$ cat config.mk
export PLATFORM = sky130hd
export DESIGN_NAME = kv_txn_scheduler
export DESIGN_NICKNAME = d
export VERILOG_FILES = /design/src/rtl/kv_txn_scheduler.sv
export SDC_FILE = /design/constraint.sdc
export NUM_CORES = 1
export LEC_CHECK = 0
export ABC_AREA = 0
export CAP_MARGIN = 20
export CORE_AREA = 3 3 190 192
export CTS_CLUSTER_SIZE = 10
export DETAILED_ROUTE_END_ITERATION = 6
export DIE_AREA = 0 0 193 195
export MAX_ROUTING_LAYER = met4
export PLACE_DENSITY = 0.6
export SLEW_MARGIN = 20
export SYNTH_ARGS = -nofsm -noshare
export SYNTH_HDL_FRONTEND = slang
export SYNTH_SLANG_ARGS = --single-unit
$ cat constraint.sdc
create_clock -name clock -period 8.6 [get_ports clock]
set_input_delay 2.15 -clock clock [delete_from_list [all_inputs] [get_ports clock]]
set_output_delay 2.15 -clock clock [all_outputs]
set_load 0.01 [all_outputs]
$ cat src/rtl/kv_txn_scheduler.sv
// rtl/kv_txn_scheduler.sv - round-robin front end issuing one transaction at a time to the KV BRAM store
// Grants one requester, drives the store for a fixed latency, then returns the result tagged with the requester ID.
`timescale 1ns/1ps
module kv_txn_scheduler #(
  parameter int NUM_REQ       = 4,
  parameter int KEY_WIDTH     = 32,
  parameter int VALUE_WIDTH   = 32,
  parameter int STORE_LATENCY = 3,
  localparam int ID_W         = $clog2(NUM_REQ)
) (
  input  logic                           clock,
  input  logic                           reset_n,
  input  logic [NUM_REQ-1:0]             req_valid,
  output logic [NUM_REQ-1:0]             req_ready,
  input  logic [2*NUM_REQ-1:0]           req_op,
  input  logic [KEY_WIDTH*NUM_REQ-1:0]   req_key,
  input  logic [VALUE_WIDTH*NUM_REQ-1:0] req_value,
  input  logic [NUM_REQ-1:0]             req_kind,
  output logic                           ram_enable,
  output logic                           write_enable,
  output logic [1:0]                     store_signal,
  output logic [KEY_WIDTH-1:0]           store_key,
  output logic [VALUE_WIDTH-1:0]         store_transact_value,
  output logic                           store_transact_kind,
  input  logic [VALUE_WIDTH-1:0]         store_updated_value,
  input  logic [31:0]                    store_value_addr,
  output logic                           rsp_valid,
  input  logic                           rsp_ready,
  output logic [ID_W-1:0]                rsp_id,
  output logic [VALUE_WIDTH-1:0]         rsp_value,
  output logic [31:0]                    rsp_addr,
  output logic                           rsp_err,
  output logic                           busy,
  output logic [15:0]                    txn_count
);

  localparam int CNT_W = (STORE_LATENCY > 1) ? $clog2(STORE_LATENCY) : 1;

  typedef enum logic [1:0] {S_IDLE, S_ISSUE, S_WAIT, S_RESP} state_t;

  state_t                 r_state;
  state_t                 w_state_nxt;
  logic [ID_W-1:0]        r_last_grant;
  logic [CNT_W-1:0]       r_wait_cnt;
  logic [1:0]             r_store_signal;
  logic [KEY_WIDTH-1:0]   r_store_key;
  logic [VALUE_WIDTH-1:0] r_store_value;
  logic                   r_store_kind;
  logic [ID_W-1:0]        r_rsp_id;
  logic [VALUE_WIDTH-1:0] r_rsp_value;
  logic [31:0]            r_rsp_addr;
  logic                   r_rsp_err;
  logic [15:0]            r_txn_count;

  logic                   w_grant_vld;
  logic [ID_W-1:0]        w_grant_idx;
  logic [ID_W:0]          w_cand;
  logic [1:0]             w_grant_op;

  // Scan farthest-first so the nearest valid index after last_grant is the final assignment.
  always_comb begin
    w_grant_vld = 1'b0;
    w_grant_idx = '0;
    w_cand      = '0;
    for (int i = NUM_REQ; i >= 1; i--) begin
      w_cand = {1'b0, r_last_grant} + (ID_W+1)'(i);
      if (w_cand >= (ID_W+1)'(NUM_REQ)) w_cand = w_cand - (ID_W+1)'(NUM_REQ);
      if (req_valid[w_cand[ID_W-1:0]]) begin
        w_grant_vld = 1'b1;
        w_grant_idx = w_cand[ID_W-1:0];
      end
    end
  end

  assign w_grant_op = req_op[2*w_grant_idx +: 2];

  always_ff @(posedge clock or negedge reset_n) begin
    if (!reset_n) r_state <= S_IDLE;
    else          r_state <= w_state_nxt;
  end

  always_comb begin
    w_state_nxt = r_state;
    case (r_state)
      S_IDLE:  if (w_grant_vld) w_state_nxt = (w_grant_op == 2'd3) ? S_RESP : S_ISSUE;
      S_ISSUE: w_state_nxt = S_WAIT;
      S_WAIT:  if (r_wait_cnt == '0) w_state_nxt = S_RESP;
      S_RESP:  if (rsp_ready) w_state_nxt = S_IDLE;
      default: w_state_nxt = S_IDLE;
    endcase
  end

  always_comb begin
    req_ready    = '0;
    ram_enable   = 1'b0;
    write_enable = 1'b0;
    rsp_valid    = 1'b0;
    busy         = (r_state != S_IDLE);
    case (r_state)
      S_IDLE:  if (w_grant_vld) req_ready[w_grant_idx] = 1'b1;
      S_ISSUE: begin
        ram_enable   = 1'b1;
        write_enable = (r_store_signal != 2'd0);
      end
      S_WAIT:  ram_enable = 1'b1;
      S_RESP:  rsp_valid = 1'b1;
      default: ;
    endcase
  end

  always_ff @(posedge clock or negedge reset_n) begin
    if (!reset_n) begin
      r_last_grant   <= ID_W'(NUM_REQ-1);
      r_wait_cnt     <= '0;
      r_store_signal <= '0;
      r_store_key    <= '0;
      r_store_value  <= '0;
      r_store_kind   <= 1'b0;
      r_rsp_id       <= '0;
      r_rsp_value    <= '0;
      r_rsp_addr     <= '0;
      r_rsp_err      <= 1'b0;
      r_txn_count    <= '0;
    end else begin
      case (r_state)
        S_IDLE: if (w_grant_vld) begin
          r_last_grant <= w_grant_idx;
          r_rsp_id     <= w_grant_idx;
          // Illegal ops answer directly and leave the store-facing registers untouched.
          if (w_grant_op == 2'd3) begin
            r_rsp_err   <= 1'b1;
            r_rsp_value <= '0;
            r_rsp_addr  <= '0;
          end else begin
            r_store_signal <= w_grant_op;
            r_store_key    <= req_key[KEY_WIDTH*w_grant_idx +: KEY_WIDTH];
            r_store_value  <= req_value[VALUE_WIDTH*w_grant_idx +: VALUE_WIDTH];
            r_store_kind   <= req_kind[w_grant_idx];
          end
        end
        S_ISSUE: r_wait_cnt <= CNT_W'(STORE_LATENCY-1);
        S_WAIT: begin
          if (r_wait_cnt == '0) begin
            r_rsp_value <= store_updated_value;
            r_rsp_addr  <= store_value_addr;
            r_rsp_err   <= 1'b0;
          end else begin
            r_wait_cnt <= r_wait_cnt - CNT_W'(1);
          end
        end
        S_RESP: if (rsp_ready) r_txn_count <= r_txn_count + 16'd1;
        default: ;
      endcase
    end
  end

  assign store_signal         = r_store_signal;
  assign store_key            = r_store_key;
  assign store_transact_value = r_store_value;
  assign store_transact_kind  = r_store_kind;
  assign rsp_id               = r_rsp_id;
  assign rsp_value            = r_rsp_value;
  assign rsp_addr             = r_rsp_addr;
  assign rsp_err              = r_rsp_err;
  assign txn_count            = r_txn_count;

endmodule

Word level (Yosys, flattened, before mapping)
Cells that the tools add are included.
- flip-flop bits (word level): 156
- latch bits: 0
- bits in writable memories: 0
- ROM bits: 0
- input bits: 339
- logic and storage cells: 105
- memories: 0
- $add $sub $neg: 10
- multipliers: 0
- divide/modulo/power cells: 0
- magnitude comparators: 10
- eq/ne operators: 9
- shift-type cells: 3
- mux-type cells: 46
- bitwise logic cells: 1
- reductions and logical operators: 14
- operators by type and width (kind ; number):
    $shiftx 128x8->32 ; 2
    $mux 32 ; 4
    $pmux 32 s2 ; 2
    $mux 2 ; 13
    $add 16x1->16 const B ; 1
    $mux 1 ; 16
    $lt 2x3->1 const B ; 5
    $ge 3x3->1 const B ; 4
    $bmux 1 s2 ; 5
    $ne 2x2->1 const B ; 5
    $sub 2x1->2 const B ; 5
    $mux 4 ; 2
    $pmux 2 s4 ; 1
    $reduce_bool 2->1 ; 4
    $shiftx 8x4->2 ; 1
    $add 2x2->3 const B ; 2
    $eq 2x2->1 const B ; 3
    $reduce_and 2->1 ; 3
    $reduce_and 3->1 ; 2
    $logic_not 2->1 ; 2
    $pmux 2 s2 ; 1
    $reduce_and 4->1 ; 1
    $add 2x1->3 const B ; 1
    $add 2x3->3 const B ; 1
    other kinds (7) ; 7

Longest topological paths before layout
- depth in word-level cells: 15
- mapped depth: 11

Worst setup path before layout
OpenSTA, ideal clock, no wires.
- kind: input to output
- start: input req_valid[2]
- end: output req_ready[1]
- arrival time: 3.681 ns
- required time: 6.450 ns
- path slack: 2.769 ns
- stages on the path: 7
- path buffers: 3
- cells stage by stage: nand2b_1 -> a21boi_1 -> o21ai_1 -> clkbuf_1 -> clkbuf_1 -> clkbuf_1 -> and3_1
- word-level cells in the longest chain between the ends: 12
- elaborated cells on any way between the ends: 23
- classes of those cells: order compare (2); mux (20); reduce/logical (1)
- RTL lines (item ; RTL line ; RTL):
    start: declaration ; 13 ; input logic [NUM_REQ-1:0] req_valid,
    $bmux 1 s2 ; 68 ; if (req_valid[w_cand[ID_W-1:0]]) begin
    $mux 1 (implied by the code) ; 68 ;
    $mux 2 (4 in a row) ; 68 ;
    $lt 2x3->1 (implied by the code) or $ge 2x1->1 (tied branches) ; 100 ; S_IDLE: if (w_grant_vld) req_ready[w_grant_idx] = 1'b1;
    $logic_and 1x1->1 (implied by the code) ; 100 ;
    $mux 1 (implied by the code) ; 100 ;
    $demux 1 s2 ; 100 ;
    $mux 4 * ; 100 ;
    $mux 4 * ; 99 ; case (r_state)
    end: declaration ; 14 ; output logic [NUM_REQ-1:0] req_ready,
Every way passes the cells marked *; elsewhere a longest branch is shown, timed or not. The select of a mux whose other input is x is not followed.

Worst setup path in the final report
- start: input req_valid[0]
- end: output req_ready[2]
Same word-level chain as after synthesis.

==> summary.md <==
| Metric | Value |
|---|---|
| Fin crit period | `approximately 6.9 ns` |
| Vias in the first global route | `approximately 11000` |
| Non-filler cells, final | `2127` |
| Post-DP HPWL | `32.71 mm` |
| Clock root buffer | `clkbuf_16` |
| Final GP Congestion | `between 0.9 and 1` |
| Clock buffer depth | `2` |
| Number of synthesized flops with an enable pin | `0` |
| Number of buffers created by CTS | `17` |
| Sequential share of the synthesized area | `38.09%` |
| CTS tree | `built` |
| Fin util | `a little under half` |
| Clock Latency Late Sink | `~0.44 ns` |
| Worst setup margin | `1.687 ns` |
| Post_cts resized | `0` |
| Period utilization | `~80%` |
| Ys async rst share | `100.0%` |
| Syn_nets | `1588` |
| Pre-CTS WS | `1.715 ns` |
| Gr usage total | `24.51%` |
| DRT antenna net count | `0` |
| Register bit count reported by yosys | `approximately 160` |
| Row count | `68` |
| Max Cap Viol | `0` |
| Ports | `slightly below 500` |
| Synthesized instance count | `about 1200` |
| Nets | `1989` |
| Commonest cells in the netlist | `nand2_1 (279), dfrtp_1 (154), a31oi_1 (131)` |
| Fraction of layout cells with a size suffix above 1 | `3.923%` |
| Gate power share | `approximately 60%` |
| Psw | `around 2.3 mW` |
| Total global routing overflow | `0` |
| Final Hold Viols | `0` |
| CP Max Fanout | `9` |
| # H-tree levels | `4` |
| Router iterations before antenna repair | `5` |
| Final WL | `between 40 and 50 mm` |
| Sequential share of power | `24.3%` |
| First DRT Iteration DRCs | `630` |
| Residual DRC | `0` |
| Die area | `about 38000 sq um` |
| Clock skew | `roughly 0.0060 ns` |
| RSZ-0062 raised after global routing | `false` |
| Largest net degree at the start of global routing | `approximately 110` |
| Synth area leaders | `dfrtp_1 (38%), nand2_1 (10%), a31oi_1 (8.0%)` |
| Lkg Pwr | `~6.3 nW` |
| Max-slew headroom | `between 30% and 40%` |
| Data required time at the worst endpoint | `6.45 ns` |
| Share of the synthesized area in the top cell type | `37.58%` |
| Total number of vias | `11380` |
| Top-count cell post-synth | `nand2_1` |
| Setup-failing EPs final | `0` |
| Post-CTS Setup Bufs | `0` |
| Power, Total | `between 5 and 6 mW` |
| Antenna violations before repair | `15` |
| Placed instance area | `15490 sq um` |
| Status | `complete, no violations` |
| Clock sink count | `156` |
| Setup crit start kind | `input pin` |
| Hold Crit Class | `reg -> reg` |
| Tightest Pin Transition | `approximately 1.0 ns` |
| Mapped Area | `slightly above 10000 sq um` |
| P&R area growth vs syn | `57.60%` |
| Port bufs | `roughly 500` |
| First-pass GRT wire length | `68.82 mm` |
| Peak VDD IR | `between 0.0002 and 0.00025 V` |
| Hold Buf Count CTS | `0` |
| Arr. time, crit path | `~4.8 ns` |
| Avg WL per Cell | `between 20 and 25 um` |
| Mapped Avg Cell Area | `slightly above 8 sq um` |
| Clock Pin Slew Worst Setup and Hold Paths | `about 0.07 ns` |
| DR vias/cell | `roughly 5.3` |
| Effective utilization at floorplan | `between 20% and 30%` |
| Max Slew Vio Count | `0` |
| Finished Cell Area | `between 15000 and 20000 sq um` |
| Clock Power Share | `about 16%` |
| Die Span X | `193 um` |
| WS Path Type | `in -> out` |
| Post-synth cell types | `37` |
| Sw Ratio | `44.02%` |
| Min Hold Slack | `0.4690 ns` |
| Die span in y | `between 150 and 200 um` |
| Critical path capture point type | `output port` |
| Power density cells | `roughly 320 nW/um^2` |
| Cell internal pwr | `2.911 mW` |
| # placed instances | `approximately 2100` |
| Core Region | `34540 sq um` |
| Post-synth top area cell | `dfrtp_1` |
| Maximum clock rate | `around 0.14 GHz` |
| Synth warn | `0` |
| Most used DFF post-synth | `dfrtp_1` |
| Setup_tns | `0 ns` |
| Fillers | `3382` |
## cells in the final DEF (no fill, tap or decap), drive strengths merged, types with 2 or more instances in the layout
| cell type | n |
|---|---|
| a211oi | 65 |
| a21oi | 11 |
| a311o | 65 |
| a31oi | 131 |
| a32o | 2 |
| and2 | 2 |
| and3 | 70 |
| buf | 17 |
| bufinv | 4 |
| clkbuf | 21 |
| clkdlybuf4s50 | 495 |
| clkinv | 5 |
| dfrtp | 154 |
| dfstp | 2 |
| diode | 15 |
| ha | 6 |
| inv | 10 |
| mux2 | 66 |
| nand2 | 279 |
| nand2b | 4 |
| nand3 | 5 |
| nand4 | 3 |
| nor2 | 15 |
| nor2b | 65 |
| nor3 | 66 |
| nor4 | 2 |
| o21a | 3 |
| o21ai | 67 |
| o22a | 2 |
| xnor2 | 11 |
| xor2 | 4 |
## metal layers
layer  track usage (%)  part of all wire [%]  vias to the layer above
met4             9.215                   2.9                        0
met5                 -                     0                        -
met3             9.048                   9.3                       66
met1             28.43                    40                     5545
met2             38.76                    48                      401
li1                  -                     -                     5365
## final timing paths
path                       slack (ns)                        end                   startpoint  depth (start not counted)
max                              1.69               req_ready[2]                 req_valid[0]                          7
min                              0.47  txn_count[15]$_DFFE_PN0P_    txn_count[15]$_DFFE_PN0P_                          1
max reg2reg                      4.51  store_key[27]$_DFFE_PN0P_  r_last_grant[1]$_DFFE_PN1P_                          9
min reg2reg                      0.47  txn_count[15]$_DFFE_PN0P_    txn_count[15]$_DFFE_PN0P_                          1
max in group asynchronous        5.43  store_key[10]$_DFFE_PN0P_                      reset_n                          2
min in group asynchronous        1.78   rsp_addr[12]$_DFFE_PN0P_                      reset_n                          1
## critical path, stage by stage
cell and delay [ns]:
clkdlybuf4s50_1 0.63, nor4_1 0.17, buf_4 0.18, nor2_1 0.58, nand2_1 0.20, nor2_1 0.24
clkdlybuf4s50_1 0.59
## power by group through the flow
stage / sequential [mW] / clock, mW / combinational (mW)
2_1_floorplan: 1.37 / 0 / 1.64
3_3_place_gp: 1.26 / 0 / 3.07
3_5_place_dp: 1.27 / 0 / 3.11
4_1_cts: 1.27 / 0.856 / 3.13
5_1_grt: 1.31 / 0.887 / 3.35
6_report: 1.26 / 0.836 / 3.10
## cell type report
type / count / area (sq um) / share of cell area, %
clock inverters: 11 / 162.7 / 1.006
clock buffers: 21 / 470.5 / 2.911
well taps: 455 / 569.3 / 3.522
repair buffers: 512 / 5086 / 31.47
inverters: 8 / 30.03 / 0.1858
flip-flops and latches: 156 / 3906 / 24.17
diodes: 15 / 37.54 / 0.2323
multi-input cells: 949 / 5899 / 36.50
## kinds of logic (layout without fill, tap and decap cells)
logic type / after synthesis / in the layout / synth area share (%)
simple gates: 513 / 513 / 23.28
compound gates: 348 / 348 / 23.63
flops: 156 / 156 / 38.09
buf+inv: 138 / 552 / 5.637
mux: 67 / 67 / 7.345
xor+xnor: 15 / 15 / 1.281
fa+ha+maj: 6 / 6 / 0.7320
other cells: 0 / 15 / 0
## state kept, by name, indices dropped and copies added (netlist names)
signal	flops
rsp_err	1
store_signal	2
rsp_id	2
r_wait_cnt	2
store_transact_value	32
store_transact_kind	1
r_last_grant	2
store_key	32
rsp_addr	32
txn_count	16
rsp_value	32
r_state	2
(Power assumes the default switching activity.)
